## src/rtl/ks_sum_seq_pkg.sv

```systemverilog
// Shared definitions for the Kogge-Stone adder stages: word width and the
// sum-stage sequencing state encoding.
package ks_sum_seq_pkg;

  localparam int KS_WIDTH = 16;

  typedef enum logic [0:0] {
    ST_IDLE  = 1'b0,
    ST_CHAIN = 1'b1
  } seq_state_e;

endpackage

```

## src/rtl/ks_skid2.sv

```systemverilog
// Two-entry valid/ready skid buffer: one output register plus one skid entry.
// o_ready comes straight from a flop so upstream never sees a combinational path.
module ks_skid2 #(
  parameter int PW = 20
) (
  input  logic          i_clk,
  input  logic          i_rst,
  input  logic          i_valid,
  output logic          o_ready,
  input  logic [PW-1:0] i_data,
  output logic          o_valid,
  input  logic          i_ready,
  output logic [PW-1:0] o_data
);

  logic          out_valid_reg;
  logic [PW-1:0] out_data_reg;
  logic          skid_valid_reg;
  logic [PW-1:0] skid_data_reg;
  logic          accept;
  logic          out_free;

  assign accept   = i_valid && !skid_valid_reg;
  assign out_free = !out_valid_reg || i_ready;

  always_ff @(posedge i_clk or posedge i_rst) begin
    if (i_rst) begin
      out_valid_reg  <= 1'b0;
      out_data_reg   <= '0;
      skid_valid_reg <= 1'b0;
      skid_data_reg  <= '0;
    end else if (skid_valid_reg && out_free) begin
      // Skid full implies no accept this cycle, so only the refill happens.
      out_data_reg   <= skid_data_reg;
      out_valid_reg  <= 1'b1;
      skid_valid_reg <= 1'b0;
    end else if (accept) begin
      if (out_free) begin
        out_data_reg  <= i_data;
        out_valid_reg <= 1'b1;
      end else begin
        skid_data_reg  <= i_data;
        skid_valid_reg <= 1'b1;
      end
    end else if (i_ready) begin
      out_valid_reg <= 1'b0;
    end
  end

  assign o_ready = !skid_valid_reg;
  assign o_valid = out_valid_reg;
  assign o_data  = out_data_reg;

endmodule

```

## src/rtl/ks_sum_seq.sv

```systemverilog
// Kogge-Stone back-end sum stage: forms sum/carry from group G/P vectors,
// chains carries across words of a multiword add, and registers results.
module ks_sum_seq
  import ks_sum_seq_pkg::*;
#(
  parameter int WIDTH = KS_WIDTH
) (
  input  logic             i_clk,
  input  logic             i_rst,
  input  logic             i_valid,
  output logic             o_ready,
  input  logic [WIDTH-1:0] i_pk,
  input  logic [WIDTH-1:0] i_gg,
  input  logic [WIDTH-1:0] i_gp,
  input  logic             i_c0,
  input  logic             i_first,
  input  logic             i_last,
  output logic             o_valid,
  input  logic             i_ready,
  output logic [WIDTH-1:0] o_sum,
  output logic             o_cout,
  output logic             o_last,
  output logic             o_zero,
  output logic             o_ovf,
  output logic             o_seq_err
);

  localparam int PW = WIDTH + 4;

  seq_state_e       state_reg, state_next;
  logic             chain_c_reg;
  logic             zacc_reg;
  logic             seq_err_reg;
  logic             seq_err_set;
  logic             accept;
  logic             treat_first;
  logic             cin;
  logic [WIDTH-1:0] carry;
  logic [WIDTH-1:0] sum;
  logic             cout;
  logic             ovf;
  logic             zacc_next;
  logic [PW-1:0]    payload;
  logic [PW-1:0]    out_payload;

  assign accept      = i_valid && o_ready;
  assign treat_first = (state_reg == ST_IDLE) || i_first;
  assign cin         = treat_first ? i_c0 : chain_c_reg;

  assign carry[0] = cin;
  generate
    for (genvar gi = 1; gi < WIDTH; gi++) begin : g_carry
      assign carry[gi] = i_gg[gi-1] | (i_gp[gi-1] & cin);
    end
  endgenerate

  assign sum       = i_pk ^ carry;
  assign cout      = i_gg[WIDTH-1] | (i_gp[WIDTH-1] & cin);
  assign ovf       = carry[WIDTH-1] ^ cout;
  assign zacc_next = treat_first ? (sum == '0) : (zacc_reg && (sum == '0));

  // Zero and overflow describe the whole operation, so only the last word carries them.
  assign payload = {sum, cout, i_last, i_last && zacc_next, i_last && ovf};

  always_comb begin
    state_next  = state_reg;
    seq_err_set = 1'b0;
    if (accept) begin
      seq_err_set = (state_reg == ST_IDLE) ? !i_first : i_first;
      state_next  = i_last ? ST_IDLE : ST_CHAIN;
    end
  end

  always_ff @(posedge i_clk or posedge i_rst) begin
    if (i_rst) begin
      state_reg   <= ST_IDLE;
      chain_c_reg <= 1'b0;
      zacc_reg    <= 1'b0;
      seq_err_reg <= 1'b0;
    end else begin
      state_reg <= state_next;
      if (accept) begin
        chain_c_reg <= i_last ? 1'b0 : cout;
        zacc_reg    <= zacc_next;
      end
      if (seq_err_set) begin
        seq_err_reg <= 1'b1;
      end
    end
  end

  ks_skid2 #(
    .PW(PW)
  ) u_skid (
    .i_clk   (i_clk),
    .i_rst   (i_rst),
    .i_valid (i_valid),
    .o_ready (o_ready),
    .i_data  (payload),
    .o_valid (o_valid),
    .i_ready (i_ready),
    .o_data  (out_payload)
  );

  assign o_sum     = out_payload[PW-1 -: WIDTH];
  assign o_cout    = out_payload[3];
  assign o_last    = out_payload[2];
  assign o_zero    = out_payload[1];
  assign o_ovf     = out_payload[0];
  assign o_seq_err = seq_err_reg;

endmodule

```

## config.mk

```make
export PLATFORM = sky130hd
export DESIGN_NAME = ks_sum_seq
export DESIGN_NICKNAME = d
export VERILOG_FILES = /design/src/rtl/ks_sum_seq_pkg.sv /design/src/rtl/ks_skid2.sv /design/src/rtl/ks_sum_seq.sv
export SDC_FILE = /design/constraint.sdc
export NUM_CORES = 1
export LEC_CHECK = 0
export ABC_AREA = 0
export CAP_MARGIN = 10
export CORE_MARGIN = 2
export CORE_UTILIZATION = 40
export CTS_CLUSTER_DIAMETER = 150
export DETAILED_ROUTE_END_ITERATION = 6
export GPL_TIMING_DRIVEN = 0
export PLACE_DENSITY = 0.82
export SKIP_LAST_GASP = 1
export SLEW_MARGIN = 20
export SYNTH_ARGS = -nofsm -noshare
export SYNTH_HDL_FRONTEND = slang
export SYNTH_SLANG_ARGS = --single-unit
```

## constraint.sdc

```tcl
create_clock -name i_clk -period 2.05 [get_ports i_clk]
set_input_delay 0.41 -clock i_clk [delete_from_list [all_inputs] [get_ports i_clk]]
set_output_delay 0.41 -clock i_clk [all_outputs]
set_load 0.05 [all_outputs]
```

==> results of run 1 <==
## where the power goes
| part | switching, mW | total, mW | internal [mW] | leakage [nW] |
|---|---|---|---|---|
| clock network | 0.293 | 0.565 | 0.272 | 0.0482 |
| registers | 0.108 | 1.21 | 1.10 | 0.565 |
| logic | 0.648 | 1.09 | 0.444 | 0.752 |
## cell usage after synthesis
cell	count
a21o_1	1
a21oi_1	12
a21oi_2	3
a21oi_4	1
a221oi_1	1
a22oi_1	1
a31o_2	1
a32oi_1	1
and2_1	1
buf_2	1
buf_8	1
clkbuf_1	10
dfrtp_1	46
ha_1	1
inv_1	6
mux2_2	9
mux2_4	1
nand2_1	54
nand2b_1	1
nand3_1	1
nand4_1	1
nor2_1	3
nor4_1	4
o21ai_0	31
o22ai_1	16
o31ai_1	1
o31ai_2	1
or2_2	1
xnor2_1	16
## layer usage
layer	vias to the layer above	track usage, %
met3	13	5.93
met5	-	0
met4	0	8.60
li1	968	-
met1	961	25.1
met2	87	34.7
## worst max-delay path by stage
stage,from,to,slack [ns],depth (start not counted)
final,state_reg,u_skid.o_data[1],-0.23,8
after global routing,state_reg,u_skid.o_data[1],-0.31,8
after global placement,i_first,u_skid.o_data[1],-0.80,10
after detailed placement,i_first,u_skid.o_data[1],-0.84,10
after CTS,state_reg,u_skid.o_data[1],-0.13,8
after floorplan,i_first,u_skid.o_data[1],0.0006,9
## worst max-delay path, delay by kind of cell (launching register included)
kind,cells,cell delay [ns]
muxes,1,0.37
AOI/OAI and AO/OA,2,0.41
DFF,1,0.41
buffers and inverters,1,0.17
and+or+nand+nor,2,0.53
xor gates and xnor gates,1,0.11
adders and majority gates,1,0.19
## layout make-up
type	count	area [µm²]
plain buffers	12	70.1
flip-flops and latches	46	1150
inverters	6	22.5
fillers	433	1910
well taps	70	87.6
clock buffers	7	86.3
clock inverters	1	5.00
multi-input cells	164	1070
repair buffers	80	800
## stage by stage
step / util, % / TNS (ns)
2_1_floorplan: - / 0
3_3_place_gp: 58.5 / -26.76
3_5_place_dp: 58.9 / -12.91
4_1_cts: 62.5 / -0.392
5_1_grt: 63.2 / -1.25
6_report: 63.2 / -0.569
## what timing repair did
item	CTS	global route
gates resized for setup	21	11
gates cloned	1	0
pin swaps	8	7
buffers inserted	1	1
setup endpoints to repair	21	17
## kinds of logic after synthesis
family                     share of synthesized area, %
buffers and inverters                              3.66
xor gates and xnor gates                           6.40
AOI/OAI and AO/OA                                  19.2
DFF                                                52.6
and+or+nand+nor                                    12.3
adders and majority gates                         0.572
muxes                                              5.32
==> flow_summary.ini, run 1 <==
[outcome]
status = finished, violations left
failed_checks = setup timing

[route]
ant_nets = 0
met2WireLength_mm = 2.85
vias = 2029
drc_errors = 0
wl_met3_um = 404
via_per_inst = 5.26
wl_met1_mm = 2.38
highest_layer = met4
dr.pass1.iters = 4
drt_iter0_drc = 158
routed_wl_mm = 5.80
routedWlPerCell_um = 15.0

[power_and_ir_drop]
leakage_nw = 1.36
ir_drop_uv = 434
p_per_area_nw_per_um2 = 871
total_power_mw = 2.86

[logic_synthesis]
syn_inst = 227
synth_cell_type_count = 29
synth_top_area_share_pct = 52.6
synth_area_leaders = dfrtp_1 (53%), nand2_1 (9.3%), o21ai_0 (7.1%)
yosys_register_bits = 46
synth_warnings = 0
syn_nets = 283
synth.avg_cell_area_um2 = 9.64
yosysSeqAreaShare_pct = 52.6
synth_top_cell_by_area = dfrtp_1
synth_area_um2 = 2190

[sta]
worst_clock_skew_ns = 0.00316
fmax_ghz = 0.438
worst_pin_slew_ns = 0.514
rsz0062_at_grt = yes
final.period_utilization_pct = 111
finalHoldViolations = 0
whs_ns = 0.392
fin_ws_ns = -0.233
relSlewSlack_pct = 65.6
fin_crit_ns = 2.28
finalSetupViolCount = 3
finalMaxSlewViolations = 0

[critical_path]
start_kind = flip-flop
cp.required_ns = 2.26
crit_arrival_ns = 2.50
reg2reg_depth = 8
crit_chain = ha_4, mux2_4, buf_12, a21oi_4, xnor2_2, nor4_2, nand4_1, o31ai_2
crit_fanout = 8
r2r-start = state_reg
cpPeakStageDelay_ns = 0.41
slowest_stage = dfrtp_1
crit_type = flip-flop to flip-flop
r2r_slack_ns = -0.23
endpoint_kind = flip-flop
rr_endpoint = u_skid.o_data[1]

[die]
start_util_pct = 42.0
die_h_um = 78.0
dieArea_um2 = 6080
fp.coreArea_um2 = 5200
rows = 26
die_x_um = 78.0
io_pins = 78

[grt]
grt_usage_pct = 20.8
gr-total-overflow = 0
grt_max_degree = 33
grt_pass1_vias = 2058
grt_pass1_wl_mm = 9.78
antenna_found_initial = 0

[placed_design]
dp_cells = 375
place_ws_ns = -0.840
hpwl_mm = 4.27
place.gp.congestion = 0.842
dpl_cell_area_um2 = 3070
io_buffers = 77

[clock_network]
cts_tree = yes
cts_buffers = 5
cts_buffer_depth = 2
cts_htree_levels = 2
root_buffer = clkbuf_8
worstSkewPairLatency_ns = 0.30
holdBufCountCts = 0
cts_num_sinks = 46
clk_pin_slew_ns = 0.08

[worst_hold_path]
holdCritPathClass = input port to async pin

[finish]
fin_nets = 371
final_cell_mix = clkdlybuf4s50_1 (75), nand2_1 (54), dfrtp_1 (46), o21ai_0 (28), o22ai_1 (16)
antenna_cells = 0
finalInstanceArea_um2 = 3290
layout-drive-gt1-share_pct = 15.2
area_delta_synth_final_pct = 50.4
final_common_cell = clkdlybuf4s50_1
final_cells = 386

[job]
max-cap-violations = 0
Note: power is estimated with default switching activity, not from simulation.
==> inputs of run 2 (changes only) <==
--- a/config.mk
+++ b/config.mk
@@ -5,14 +5,14 @@
 export SDC_FILE = /design/constraint.sdc
 export NUM_CORES = 1
 export LEC_CHECK = 0
-export ABC_AREA = 0
+export ABC_AREA = 1
 export CAP_MARGIN = 10
 export CORE_MARGIN = 2
-export CORE_UTILIZATION = 40
+export CORE_UTILIZATION = 42
 export CTS_CLUSTER_DIAMETER = 150
 export DETAILED_ROUTE_END_ITERATION = 6
 export GPL_TIMING_DRIVEN = 0
-export PLACE_DENSITY = 0.82
+export PLACE_DENSITY = 0.83
 export SKIP_LAST_GASP = 1
 export SLEW_MARGIN = 20
 export SYNTH_ARGS = -nofsm -noshare
==> run 2 against run 1 <==
Effect of this change:
- the flow now finishes without violations
- die area up 6.9%
- global-route usage rose by 1.9 points
- fmax rose by 17%
- sequential power rose by 8%
- via count up 26%
- cell count is 32% higher
- critical path depth is 4 lower
- critical endpoint is now o_ready
- largest power group is now combinational logic
==> flow_summary.ini, run 2 <==
[die]
die_h_um = 80.6
dieArea_um2 = 6500
rows = 27
start_util_pct = 44.2
fp.coreArea_um2 = 5570
io_pins = 78
die_x_um = 80.6

[outcome]
status = finished, final reports clean

[clock_network]
cts_num_sinks = 46
worstSkewPairLatency_ns = 0.31
cts_htree_levels = 2
cts_tree = yes
holdBufCountCts = 0
root_buffer = clkbuf_8
cts_buffers = 5
clk_pin_slew_ns = 0.08
cts_buffer_depth = 2

[placed_design]
place.gp.congestion = 0.867
hpwl_mm = 5.19
dpl_cell_area_um2 = 3350
dp_cells = 497
io_buffers = 77
place_ws_ns = -0.695

[finish]
area_delta_synth_final_pct = 47.5
fin_nets = 492
final_cell_mix = nand2_1 (85), clkdlybuf4s50_1 (75), dfrtp_1 (46), inv_1 (45), nor2_1 (40)
finalInstanceArea_um2 = 3640
multi_input_area_um2 = 1190
antenna_cells = 0
final_cells = 509
final_common_cell = nand2_1
fillers = 468
layout-drive-gt1-share_pct = 12.1
regArea_um2 = 1150

[route]
ant_nets = 0
dr.pass1.iters = 4
routedWlPerCell_um = 13.4
routed_wl_mm = 6.84
vias = 2555
drc_errors = 0
via_per_inst = 5.02
drt_iter0_drc = 151

[sta]
finalMaxSlewViolations = 0
finalHoldViolations = 0
fin_crit_ns = 1.94
whs_ns = 0.440
relSlewSlack_pct = 65.5
final.period_utilization_pct = 94.9
worst_pin_slew_ns = 0.515
fin_ws_ns = 0.105
worst_clock_skew_ns = 0.00500
rsz0062_at_grt = no
finalSetupViolCount = 0
fmax_ghz = 0.514

[power_and_ir_drop]
leakage_nw = 1.76
total_power_mw = 3.50
p_per_area_nw_per_um2 = 961
ir_drop_uv = 449

[worst_hold_path]
holdCritPathClass = input port to async pin

[critical_path]
r2r-start = state_reg
start_kind = flip-flop
cp.required_ns = 1.64
r2r_slack_ns = 0.16
endpoint_kind = output pin
crit_fanout = 10
cp-startpoint = u_skid.skid_valid_reg
crit_arrival_ns = 1.53
reg2reg_depth = 14
crit_type = flip-flop to output pin

[grt]
grt_max_degree = 26
grt_pass1_wl_mm = 11.1
grt_pass1_vias = 2535
grt_usage_pct = 22.7
antenna_found_initial = 0
gr-total-overflow = 0

[logic_synthesis]
synth_cell_type_count = 18
yosys_register_bits = 46
synth_warnings = 0
synth_top_area_share_pct = 46.7
ys_async_sr_fraction_pct = 100
netlist_top_cells_count = nand2_1 (93), inv_1 (47), dfrtp_1 (46), nor2_1 (42), o21ai_0 (39)
syn_inst = 347
syn_nets = 403
synth_edf_count = 0
synth_top_cell_by_area = dfrtp_1
synth_area_um2 = 2470
synth.avg_cell_area_um2 = 7.11
ys.flop_type = dfrtp_1
synth.most_common_cell = nand2_1
yosysSeqAreaShare_pct = 46.7
synth_area_leaders = dfrtp_1 (47%), nand2_1 (14%), o21ai_0 (7.9%)

[job]
max-cap-violations = 0
run 2: changes by cell type in the layout (fill, tap and decap cells not counted), moves of 10 or more:
cell	delta
inv_1	+41
nor2_1	+37
nand2_1	+31
nand3_1	+23
o22ai_1	-16
a31oi_1	+14
xnor2_1	-12
mux2_2	-10
o21ai_0	+10
run 2: logic make-up (layout without fill, tap and decap cells):
family,after synthesis,count (layout),share of synthesized area (%)
AO/OA/AOI/OAI,68,68,14.8
adder cells (fa/ha/maj),1,1,0.507
AND/OR/NAND/NOR,171,171,28.1
buffers and inverters,61,151,10.0
flip-flops,46,46,46.7
run 2: final timing paths:
kind                                       endpoint
max                                         o_ready
min                               u_skid.o_data[16]
max reg2reg                        u_skid.o_data[1]
min reg2reg                               o_seq_err
max in group asynchronous  u_skid.skid_data_reg[17]
min in group i_clk                        o_seq_err
run 2: layer usage:
metal,part of all wire [%],track usage [%]
met2,51,40.3
met3,6.2,4.61
met4,2.6,9.83
met1,40,26.3
met5,0,0
run 2: worst max-delay path, cell delays in order, from the launching register on:
cell,delay (ns)
dfrtp_1,0.45
inv_1,0.14
clkbuf_4,0.21
clkbuf_4,0.22
buf_4,0.22
run 2: through the flow:
step / util [%] / TNS [ns]
floorplan: - / 0
global placement: 59.7 / -22.56
detailed placement: 60.2 / -10.87
CTS: 63.6 / 0
global route: 65.3 / 0
finish: 65.3 / 0
run 2: final cells by class:
class	instances	area share [%]
Buffer	12	2.10
Clock buffer	5	1.89
Clock inverter	3	1.10
Inverter	49	5.13
Multi-Input combinational cell	240	32.8
Sequential cell	46	31.6
Tap cell	72	2.48
Timing Repair Buffer	82	22.9
run 2: report_power, final:
group	total, mW	internal (mW)	leakage (nW)	switching (mW)
sequential	1.31	1.17	0.552	0.139
combinational	1.52	0.555	1.15	0.965
clock	0.663	0.359	0.0579	0.304
run 2: what timing repair did:
item / 4_1_cts / 5_1_grt
gates cloned: 1 / 0
endpoints found under the setup margin: 8 / 28
pin swaps: 8 / 12
setup buffers: 2 / 1
hold endpoints to repair: 0 / 0
resized for setup: 22 / 29
==> inputs of run 3 (changes only) <==
--- a/config.mk
+++ b/config.mk
@@ -8,7 +8,7 @@
 export ABC_AREA = 1
 export CAP_MARGIN = 10
 export CORE_MARGIN = 2
-export CORE_UTILIZATION = 42
+export CORE_UTILIZATION = 43
 export CTS_CLUSTER_DIAMETER = 150
 export DETAILED_ROUTE_END_ITERATION = 6
 export GPL_TIMING_DRIVEN = 0
@@ -17,4 +17,5 @@
 export SLEW_MARGIN = 20
 export SYNTH_ARGS = -nofsm -noshare
 export SYNTH_HDL_FRONTEND = slang
+export SYNTH_HIERARCHICAL = 1
 export SYNTH_SLANG_ARGS = --single-unit
==> run 3 against run 2 <==
Effect of this change:
- the flow now finishes with violations (setup timing)
- clock skew grew 0.00087 ns
- critical path type is now flip-flop to flip-flop
- largest power group unchanged
- first-iteration DRC count grew 79%
- synthesized cell count grew 17%
- critical path depth grew 13
==> flow_summary.ini, run 3 <==
[critical_path]
crit_arrival_ns = 2.32
crit_fanout = 4
start_kind = flip-flop
r2r-start = state_reg
endpoint_kind = flip-flop
cpPeakStageDelay_ns = 0.43
crit_chain = ha_4, inv_4, nand2_4, buf_4, nand3_1, nand2_1, nand2_1, nand2_2, nor2_4, nand2_2, nor2_2, nand2_1, nor2_1, inv_1, nand2_1, nand2_1, nand2_1
reg2reg_depth = 17
crit_type = flip-flop to flip-flop
slowest_stage = dfrtp_1
crit_buf_inv = 3
rr_endpoint = u_skid/o_data[1]
cp.required_ns = 2.29
r2r_slack_ns = -0.03
crit_family = simple AND/OR/NAND/NOR gates
crit_top_cell = nand2_1

[sta]
whs_ns = 0.351
fin_crit_ns = 2.08
finalSetupViolCount = 2
finalMaxSlewViolations = 0
fmax_ghz = 0.482
relSlewSlack_pct = 65.8
worst_clock_skew_ns = 0.00587
fin_ws_ns = -0.0257
rsz0062_at_grt = yes
worst_pin_slew_ns = 0.511
finalHoldViolations = 0
final.period_utilization_pct = 101

[route]
via_per_inst = 4.94
routedWlPerCell_um = 13.7
vias = 2843
highest_layer = met4
wl_met3_um = 565
wl_met1_mm = 2.96
met2WireLength_mm = 4.08
routed_wl_mm = 7.87
drt_iter0_drc = 271
dr.pass1.iters = 4
drc_errors = 0
ant_nets = 0

[logic_synthesis]
syn_inst = 406
synth.avg_cell_area_um2 = 6.70
ys.flop_type = dfrtp_1
synth_edf_count = 0
synth_warnings = 6
synth_top_area_share_pct = 42.3
netlist_top_cells_count = nand2_1 (165), inv_1 (62), dfrtp_1 (46), nor2_1 (42)
ys_async_sr_fraction_pct = 100
syn_nets = 462
synth_area_um2 = 2720
synth_area_leaders = dfrtp_1 (42%), nand2_1 (23%), inv_1 (8.6%)
synth.most_common_cell = nand2_1
synth_cell_type_count = 19
yosys_register_bits = 46
yosysSeqAreaShare_pct = 42.3
synth_top_cell_by_area = dfrtp_1

[placed_design]
place.gp.congestion = 0.815
dp_cells = 559
hpwl_mm = 5.38
dpl_cell_area_um2 = 3610
io_buffers = 77

[finish]
layout-drive-gt1-share_pct = 16.4
final_cell_mix = nand2_1 (154), clkdlybuf4s50_1 (75), inv_1 (59), dfrtp_1 (46), nor2_1 (37)
fin_nets = 556
final_cells = 576
final_common_cell = nand2_1
antenna_cells = 0
finalInstanceArea_um2 = 3930
area_delta_synth_final_pct = 44.5

[grt]
grt_usage_pct = 21.6
grt_pass1_wl_mm = 12.3
grt_pass1_vias = 2753
grt_max_degree = 35
gr-total-overflow = 0
antenna_found_initial = 0

[die]
io_pins = 78
start_util_pct = 45.2
die_h_um = 83.6
dieArea_um2 = 6980
fp.coreArea_um2 = 6030
die_x_um = 83.6
rows = 28

[clock_network]
cts_tree = yes
root_buffer = clkbuf_8
cts_buffers = 5
worstSkewPairLatency_ns = 0.30
clk_pin_slew_ns = 0.08
holdBufCountCts = 0
cts_buffer_depth = 2
cts_htree_levels = 2
cts_num_sinks = 46

[power_and_ir_drop]
leakage_nw = 2.15
p_switching_mw = 1.26
ir_drop_uv = 457
seqPwrFrac_pct = 37.7
p_int_mw = 1.99
swShare_pct = 38.8
clkPwrFrac_pct = 20.8
power_frac_comb_pct = 41.4
p_per_area_nw_per_um2 = 826

[job]
max-cap-violations = 0

[outcome]
failed_checks = setup timing
status = finished, violations left

[worst_hold_path]
holdCritPathClass = input port to async pin
run 3: cell count changes in the layout (fill, tap and decap cells not counted), sizes merged, moves of 2 or more:
cell | before | now
inv | 49 | 64
nand3 | 32 | 30
nand2 | 95 | 171
buf | 10 | 24
o21ai | 43 | 22
a31oi | 14 | 0
nor2 | 44 | 52
a21oi | 9 | 3
clkinv | 2 | 0
clkbuf | 13 | 7
run 3: what timing repair did:
item / 4_1_cts / 5_1_grt
cloned: 2 / 0
pin swaps: 11 / 15
gates resized for setup: 17 / 21
buffers inserted: 3 / 4
setup endpoints to repair: 4 / 3
run 3: worst register-to-register path, cell delays in order, from the launching register on:
cell and delay (ns):
dfrtp_1 0.43, ha_4 0.21, inv_4 0.06, nand2_4 0.08, buf_4 0.16, nand3_1 0.08, nand2_1 0.06, nand2_1 0.07
nand2_2 0.10, nor2_4 0.15, nand2_2 0.08, nor2_2 0.14, nand2_1 0.06, nor2_1 0.10, inv_1 0.08, nand2_1 0.07
nand2_1 0.06, nand2_1 0.05
run 3: metal layers:
layer / up-vias / GRT usage, %
li1: 1397 / -
met1: 1281 / 25.6
met2: 137 / 39.0
met3: 28 / 4.45
met4: 0 / 7.33
met5: - / 0
run 3: logic make-up after synthesis:
kind of cell	Yosys count	share of synthesized area, %
flops	46	42.3
simple gates	254	39.8
buf+inv	78	12.3
fa+ha+maj	1	0.460
compound gates	27	5.10
run 3: power groups by stage:
stage	clock network [mW]	registers, mW	logic [mW]
2_1_floorplan	0	1.55	0.481
3_3_place_gp	0	1.23	1.21
3_5_place_dp	0	1.24	1.24
4_1_cts	0.683	1.22	1.30
5_1_grt	0.729	1.25	1.44
6_report	0.677	1.23	1.35
run 3: final cells by class:
class	count	area, µm²
Buffer	14	108
Clock buffer	6	72.6
Clock inverter	2	37.5
Fill cell	508	2090
Inverter	64	243
Multi-Input combinational cell	282	1330
Sequential cell	46	1150
Tap cell	75	93.8
Timing Repair Buffer	87	892
run 3: how the worst max path moves through the flow:
stage,startpoint,to,slack [ns],cells past startpoint
6_report,state_reg,u_skid/o_data[1],-0.03,17
3_5_place_dp,i_first,u_skid/o_data[1],-0.57,16
5_1_grt,state_reg,u_skid/o_data[1],-0.11,17
3_3_place_gp,i_first,u_skid/o_data[1],-0.53,16
2_1_floorplan,i_first,u_skid/o_data[1],0.27,16
4_1_cts,u_skid/skid_valid_reg,o_ready,0.03,3
run 3: metrics by stage:
step                      TNS [ns]  utilization (%)  power (mW)  setup slack (ns)
final                      -0.0321             65.2        3.25           -0.0257
after global routing        -0.178             65.2        3.42            -0.109
after CTS                        0             64.0        3.21            0.0287
after detailed placement     -3.77             59.8        2.48            -0.568
after global placement      -13.22             59.5        2.43            -0.533
after floorplan                  0                -        2.04             0.272
